`src/rtl/camera_frame_source.sv`:
```
`default_nettype none
// ============================================================================
// Module      : camera_frame_source
// Description : Synthetic camera front-end. Generates MIPI pixel-port style
//               vertical sync, horizontal sync and a selectable test pattern,
//               one pixel per clock, while the level request 'run' is high.
//               A frame is V_BLANK blank lines followed by V_ACTIVE active
//               lines; each line is H_ACTIVE pixels plus H_BLANK blanking.
//               Frames are never truncated by dropping 'run'.
// Ports       : clk           - pixel clock, rising edge
//               reset         - asynchronous reset, active low
//               run           - level request, frames produced while high
//               pattern_sel   - test pattern select, latched at frame start
//               MIPI_PIXEL_VS - high over the active lines of a frame
//               MIPI_PIXEL_HS - high over the active pixels of a line
//               MIPI_PIXEL_D  - pixel data, 0 outside VS&HS
//               frame_start   - 1-cycle pulse with the first active pixel
//               frame_done    - 1-cycle pulse on the cycle VS falls
// Options     : CAMSRC_FRAME_TAG_EN - when defined, an 8-bit frame counter
//               replaces pixel (0,0) of every frame with the frame number.
// Revision    : 1.0 - initial release
// ============================================================================
module camera_frame_source #(
  parameter int H_ACTIVE = 640,
  parameter int H_BLANK  = 160,
  parameter int V_ACTIVE = 480,
  parameter int V_BLANK  = 45,
  parameter int D_W      = 10
) (
  input  logic           clk,
  input  logic           reset,
  input  logic           run,
  input  logic [1:0]     pattern_sel,
  output logic           MIPI_PIXEL_VS,
  output logic           MIPI_PIXEL_HS,
  output logic [D_W-1:0] MIPI_PIXEL_D,
  output logic           frame_start,
  output logic           frame_done
);

  localparam int          LINE_LEN     = H_ACTIVE + H_BLANK;
  localparam logic [15:0] H_LAST       = 16'(LINE_LEN - 1);
  localparam logic [15:0] H_ACT        = 16'(H_ACTIVE);
  localparam logic [15:0] VBLANK_LAST  = 16'(V_BLANK - 1);
  localparam logic [15:0] VACTIVE_LAST = 16'(V_ACTIVE - 1);

  typedef enum logic [1:0] {
    ST_IDLE   = 2'd0,
    ST_VBLANK = 2'd1,
    ST_ACTIVE = 2'd2
  } state_e;

  state_e         state_q, state_d;
  logic [15:0]    h_cnt_q, h_cnt_d;
  logic [15:0]    v_cnt_q, v_cnt_d;
  logic [1:0]     pat_q, pat_d;

  logic           vs_q, vs_d;
  logic           hs_q, hs_d;
  logic [D_W-1:0] data_q, data_d;
  logic           fstart_q, fstart_d;
  logic           fdone_q, fdone_d;

  logic [D_W-1:0] pixel_val;
  logic           in_active;
  logic           h_wrap;

`ifdef CAMSRC_FRAME_TAG_EN
  logic [7:0]     frame_cnt_q;
`endif

  assign in_active = (state_q == ST_ACTIVE);
  assign h_wrap    = (h_cnt_q == H_LAST);

  // Test pattern for the pixel the state/counters currently address.
  always_comb begin
    pixel_val = '0;
    case (pat_q)
      2'd0:    pixel_val = h_cnt_q[D_W-1:0];
      2'd1:    pixel_val = v_cnt_q[D_W-1:0];
      2'd2:    pixel_val = {D_W{h_cnt_q[3] ^ v_cnt_q[3]}};
      default: pixel_val = h_cnt_q[D_W-1:0] ^ v_cnt_q[D_W-1:0];
    endcase
`ifdef CAMSRC_FRAME_TAG_EN
    if ((h_cnt_q == 16'd0) && (v_cnt_q == 16'd0)) begin
      pixel_val = D_W'(frame_cnt_q);
    end
`endif
  end

  // Next-state logic. v_cnt restarts at 0 on every region change so that in
  // ACTIVE it is directly the active line index used by the patterns.
  always_comb begin
    state_d = state_q;
    h_cnt_d = h_cnt_q;
    v_cnt_d = v_cnt_q;
    pat_d   = pat_q;
    case (state_q)
      ST_IDLE: begin
        h_cnt_d = '0;
        v_cnt_d = '0;
        if (run) begin
          state_d = ST_VBLANK;
        end
      end
      ST_VBLANK: begin
        if (h_wrap) begin
          h_cnt_d = '0;
          if (v_cnt_q == VBLANK_LAST) begin
            v_cnt_d = '0;
            state_d = ST_ACTIVE;
            pat_d   = pattern_sel;
          end else begin
            v_cnt_d = v_cnt_q + 16'd1;
          end
        end else begin
          h_cnt_d = h_cnt_q + 16'd1;
        end
      end
      ST_ACTIVE: begin
        if (h_wrap) begin
          h_cnt_d = '0;
          if (v_cnt_q == VACTIVE_LAST) begin
            v_cnt_d = '0;
            state_d = run ? ST_VBLANK : ST_IDLE;
          end else begin
            v_cnt_d = v_cnt_q + 16'd1;
          end
        end else begin
          h_cnt_d = h_cnt_q + 16'd1;
        end
      end
      default: begin
        state_d = ST_IDLE;
        h_cnt_d = '0;
        v_cnt_d = '0;
      end
    endcase
  end

  // Outputs are the registered image of the current position, so they lag
  // the state by one cycle. frame_done fires on the first cycle after the
  // state has left ACTIVE while VS is still showing the last pixel.
  always_comb begin
    vs_d     = in_active;
    hs_d     = in_active && (h_cnt_q < H_ACT);
    data_d   = hs_d ? pixel_val : '0;
    fstart_d = in_active && (h_cnt_q == 16'd0) && (v_cnt_q == 16'd0);
    fdone_d  = vs_q && !in_active;
  end

  always_ff @(posedge clk or negedge reset) begin
    if (!reset) begin
      state_q  <= ST_IDLE;
      h_cnt_q  <= '0;
      v_cnt_q  <= '0;
      pat_q    <= '0;
      vs_q     <= 1'b0;
      hs_q     <= 1'b0;
      data_q   <= '0;
      fstart_q <= 1'b0;
      fdone_q  <= 1'b0;
    end else begin
      state_q  <= state_d;
      h_cnt_q  <= h_cnt_d;
      v_cnt_q  <= v_cnt_d;
      pat_q    <= pat_d;
      vs_q     <= vs_d;
      hs_q     <= hs_d;
      data_q   <= data_d;
      fstart_q <= fstart_d;
      fdone_q  <= fdone_d;
    end
  end

`ifdef CAMSRC_FRAME_TAG_EN
  // Frame number, advanced once per completed frame.
  always_ff @(posedge clk or negedge reset) begin
    if (!reset) begin
      frame_cnt_q <= 8'd0;
    end else if (fdone_q) begin
      frame_cnt_q <= frame_cnt_q + 8'd1;
    end
  end
`endif

  assign MIPI_PIXEL_VS = vs_q;
  assign MIPI_PIXEL_HS = hs_q;
  assign MIPI_PIXEL_D  = data_q;
  assign frame_start   = fstart_q;
  assign frame_done    = fdone_q;

endmodule
`default_nettype wire

```
`config.mk`:
```
export PLATFORM = sky130hd
export DESIGN_NAME = camera_frame_source
export DESIGN_NICKNAME = d
export VERILOG_FILES = /design/src/rtl/camera_frame_source.sv
export SDC_FILE = /design/constraint.sdc
export NUM_CORES = 1
export LEC_CHECK = 0
export CAP_MARGIN = 20
export CORE_MARGIN = 3
export CORE_UTILIZATION = 53
export DETAILED_ROUTE_END_ITERATION = 8
export PLACE_DENSITY = 0.82
export SKIP_LAST_GASP = 1
export SLEW_MARGIN = 20
export SYNTH_ARGS = -nofsm -noshare
export SYNTH_HDL_FRONTEND = slang
export SYNTH_SLANG_ARGS = --single-unit
```
`constraint.sdc`:
```
create_clock -name clk -period 2.2 [get_ports clk]
set_input_delay 0.44 -clock clk [delete_from_list [all_inputs] [get_ports clk]]
set_output_delay 0.44 -clock clk [all_outputs]
set_load 0.02 [all_outputs]
```
==> impl_metrics.ini <==
[power]
p_leak_nw = 1.57
finalPower_mw = 3.20
power_per_cell_area_nw_per_um2 = 923
worst_ir_drop_vdd_v = 0.000683

[logic_synthesis]
number_of_synthesized_flops_with_an_enable_pin = 0
post_synth_num_cell_types = 47
number_of_synthesized_register_bits = 50
synth.net_count = 314
ys.flop_type = sky130_fd_sc_hd__dfrtp_1
yosysSeqAreaShare_pct = 44.6
synthesis.instances = 301
mappedNetlistArea_um2 = 2810
asyncSetResetFlopFracSynth_pct = 100
ys.warnings.count = 0
syn_area_per_cell_um2 = 9.32

[hold_path]
hp-class = in2async

[floorplan]
dieWidth_um = 78.8
start_util_pct = 57.1
floorplan.rows = 25
chipHeight_um = 78.8
floorplan.core_area_um2 = 4910
design.die.area_um2 = 6200
boundaryPins = 19

[finish]
design.final.nets = 358
antenna_cells_inserted = 0
postLayoutCoreUtil_pct = 70.7
area_growth_syn_to_layout_pct = 23.7
finish.cell_count_without_fillers = 413
drive_above_1_share_pct = 20.2
fillerInstances = 369

[sta]
fin_crit_sh_pct = 98.5
tightest_slew_ns = 0.467
timing_max_transition_violations_final = 0
period_minus_slack_ns = 2.17
grt_setup_unrepaired = true
finalClockSkew_ns = 0.0137
final-setup-viol-count = 0
achievable-frequency_ghz = 0.462
final_hold_violating_endpoints = 0
slew_headroom_pct = 68.7

[cts]
cts-htree-levels = 2
cts_tree = built
clock_sink_count = 50
clock_latency_ns = 0.31
clk_pin_slew_ns = 0.10
cts-hold-fix-buffers = 0
ctsRootBufferMaster = sky130_fd_sc_hd__clkbuf_8
cts-buffers-inserted = 5
clock_path_buffers = 2

[global_route]
overflow = 0
grt_usage_pct = 23.0
grt_pass1_wl_um = 11300
grt_max_degree = 19
antenna_violations_before_repair = 0
grt_pass1_vias = 2344

[route]
drt.antenna.violating_nets = 0
drtIter0Drc = 349
post_drt_via_cell_ratio = 5.97
remaining_drc_errors = 0
final_wirelength_um = 6880
detail_route.wl_per_cell_um = 16.7
vias = 2467
drt_pre_antenna_iters = 6

[setup_path]
cp_data_arrival_time_ns = 2.41
cp_max_fo = 6
critPathLaunchType = flop
worstSetupStartpoint = h_cnt_q[12]$_DFF_PN0_
critPathRequiredTime_ns = 2.44
timing.critical_path.slowest_cell_delay_ns = 0.57
critical_path_class = reg2reg
timing.rr.start = h_cnt_q[12]$_DFF_PN0_
worst_setup_path_end_kind = flop
timing.reg2reg.setup_slack_ns = 0.03
path_cells = or4_4 > nor4_4 > buf_4 > nor2_4 > or4_1 > nand3_1
crit_slowest_cell = sky130_fd_sc_hd__or4_4

[placement]
rd_place_congestion = 0.885
detailedPlacementHpwl_um = 4670
place.port_buffers = 18
numPlacedInstances = 396

[outcome]
outcome = finished clean

[job]
max_cap_viols = 0
state kept, by name, indices dropped and copies added, names as in the netlist:
signal,cells
MIPI_PIXEL_VS,1
v_cnt_q,16
state_q,2
frame_start,1
frame_done,1
h_cnt_q,16
pat_q,2
MIPI_PIXEL_D,10
MIPI_PIXEL_HS,1
critical path: cells and delay by family, from the launching register on:
family / cells / cell delay, ns
buffers and inverters: 1 / 0.18
DFF: 1 / 0.42
and+or+nand+nor: 5 / 1.50
cell type report:
type                    instances  area, um^2  share of cell area [%]
clock inverters                 2        37.5                    1.08
clock buffers                   6        72.6                    2.09
repair buffers                 57         484                    14.0
flip-flops and latches         50        1250                    36.0
multi-input cells             217        1490                    42.9
inverters                      14        52.6                    1.51
well taps                      67        83.8                    2.42
routing by layer:
layer	vias up	share of wire, %	wire length (um)	track usage, %
met1	1187	44	3020	30.5
met5	-	0	0	0
met3	17	6.6	457	4.76
met2	119	47	3250	37.2
li1	1144	-	-	-
met4	0	2.3	157	8.92
final timing paths:
kind                                           endpoint  depth (start not counted)
worst max-delay path            v_cnt_q[12]$_DFFE_PN0P_                          6
max in group asynchronous          pat_q[1]$_DFFE_PN0P_                          2
worst min-delay path              frame_start$_DFF_PN0_                          1
worst max register to register  v_cnt_q[12]$_DFFE_PN0P_                          6
min in group clk                   frame_done$_DFF_PN0_                          1
worst min register to register     frame_done$_DFF_PN0_                          1
Yosys cell counts (2+ instances only):
| cell | instances | area share (%) |
|---|---|---|
| sky130_fd_sc_hd__nor2b_1 | 3 | 0.67 |
| sky130_fd_sc_hd__nand2b_1 | 9 | 2.0 |
| sky130_fd_sc_hd__and3_1 | 9 | 2.0 |
| sky130_fd_sc_hd__nor3_1 | 9 | 1.6 |
| sky130_fd_sc_hd__o2111ai_1 | 2 | 0.62 |
| sky130_fd_sc_hd__a21o_1 | 2 | 0.53 |
| sky130_fd_sc_hd__mux2_2 | 5 | 2.0 |
| sky130_fd_sc_hd__a221oi_1 | 6 | 1.9 |
| sky130_fd_sc_hd__a21oi_1 | 8 | 1.4 |
| sky130_fd_sc_hd__nor2_2 | 2 | 0.45 |
| sky130_fd_sc_hd__clkbuf_1 | 15 | 2.0 |
| sky130_fd_sc_hd__nand4_1 | 6 | 1.3 |
| sky130_fd_sc_hd__o31ai_1 | 2 | 0.53 |
| sky130_fd_sc_hd__nor4_1 | 4 | 0.89 |
| sky130_fd_sc_hd__ha_1 | 8 | 3.6 |
| sky130_fd_sc_hd__nand4b_1 | 2 | 0.62 |
| sky130_fd_sc_hd__or3_1 | 2 | 0.45 |
| sky130_fd_sc_hd__nor4bb_1 | 2 | 0.71 |
| sky130_fd_sc_hd__nor2_1 | 29 | 3.9 |
| sky130_fd_sc_hd__o22ai_1 | 2 | 0.45 |
| sky130_fd_sc_hd__buf_2 | 4 | 0.71 |
| sky130_fd_sc_hd__nand2_1 | 21 | 2.8 |
| sky130_fd_sc_hd__dfrtp_1 | 50 | 45 |
| sky130_fd_sc_hd__a31o_2 | 2 | 0.62 |
| sky130_fd_sc_hd__and2_1 | 4 | 0.89 |
| sky130_fd_sc_hd__nor4b_1 | 3 | 0.94 |
| sky130_fd_sc_hd__xnor2_1 | 7 | 2.2 |
| sky130_fd_sc_hd__xor2_1 | 17 | 5.3 |
| sky130_fd_sc_hd__inv_1 | 14 | 1.9 |
| sky130_fd_sc_hd__nand3_1 | 16 | 2.9 |
| sky130_fd_sc_hd__a22o_1 | 6 | 1.9 |
| sky130_fd_sc_hd__o21ai_0 | 15 | 2.7 |
report_power, final:
group	total, mW	internal (mW)	leakage (nW)	switching [mW]
sequential	1.09	1.02	0.684	0.0669
clock	0.648	0.340	0.0514	0.308
combinational	1.47	0.667	0.840	0.800
layout by cell type (no fill, tap or decap), types with 3 or more instances in the layout:
cell,count
sky130_fd_sc_hd__nand2b_1,9
sky130_fd_sc_hd__nand3_1,15
sky130_fd_sc_hd__nor2_1,29
sky130_fd_sc_hd__ha_1,8
sky130_fd_sc_hd__a21oi_1,8
sky130_fd_sc_hd__nor4b_1,3
sky130_fd_sc_hd__nand2_1,21
sky130_fd_sc_hd__nor3_1,8
sky130_fd_sc_hd__clkdlybuf4s50_1,17
sky130_fd_sc_hd__nor4_1,3
sky130_fd_sc_hd__nand4_1,6
sky130_fd_sc_hd__clkbuf_8,5
sky130_fd_sc_hd__o21ai_0,14
sky130_fd_sc_hd__and2_1,3
sky130_fd_sc_hd__nor2b_1,3
sky130_fd_sc_hd__and3_1,9
sky130_fd_sc_hd__dfrtp_1,50
sky130_fd_sc_hd__xor2_1,17
sky130_fd_sc_hd__a221oi_1,6
sky130_fd_sc_hd__buf_4,37
sky130_fd_sc_hd__xnor2_1,7
sky130_fd_sc_hd__inv_1,13
sky130_fd_sc_hd__mux2_2,5
sky130_fd_sc_hd__a22o_1,6
what timing repair did:
action / 4_1_cts / 5_1_grt
endpoints found under the hold margin: 0 / 0
setup buffers: 1 / 8
pin swaps: 1 / 7
resized for setup: 4 / 11
setup endpoints to repair: 14 / 17
logic make-up (layout without fill, tap and decap cells):
| logic type | Yosys count | in the layout | share of synthesized area [%] |
|---|---|---|---|
| multiplexers | 5 | 5 | 2.01 |
| flip-flops | 50 | 50 | 44.6 |
| AO/OA/AOI/OAI | 51 | 51 | 12.5 |
| AND/OR/NAND/NOR | 129 | 129 | 25.1 |
| adder cells (fa/ha/maj) | 8 | 8 | 3.57 |
| XOR/XNOR | 24 | 24 | 7.49 |
| buffers and inverters | 34 | 79 | 4.73 |
metrics by stage:
stage / hold WS, ns / TNS, ns / cell area (um^2) / worst slack (ns)
after detailed placement: 0.403 / -0.00454 / 3220 / -0.00454
after global routing: 0.0883 / -0.112 / 3470 / -0.0535
final: 0.0570 / 0 / 3470 / 0.0332
after floorplan: 0.144 / 0 / 2810 / 0.0953
after CTS: 0.0706 / 0 / 3360 / 0.00227
after global placement: 0.398 / 0 / 3220 / 0.0816
Note: power is estimated with default switching activity, not from simulation.
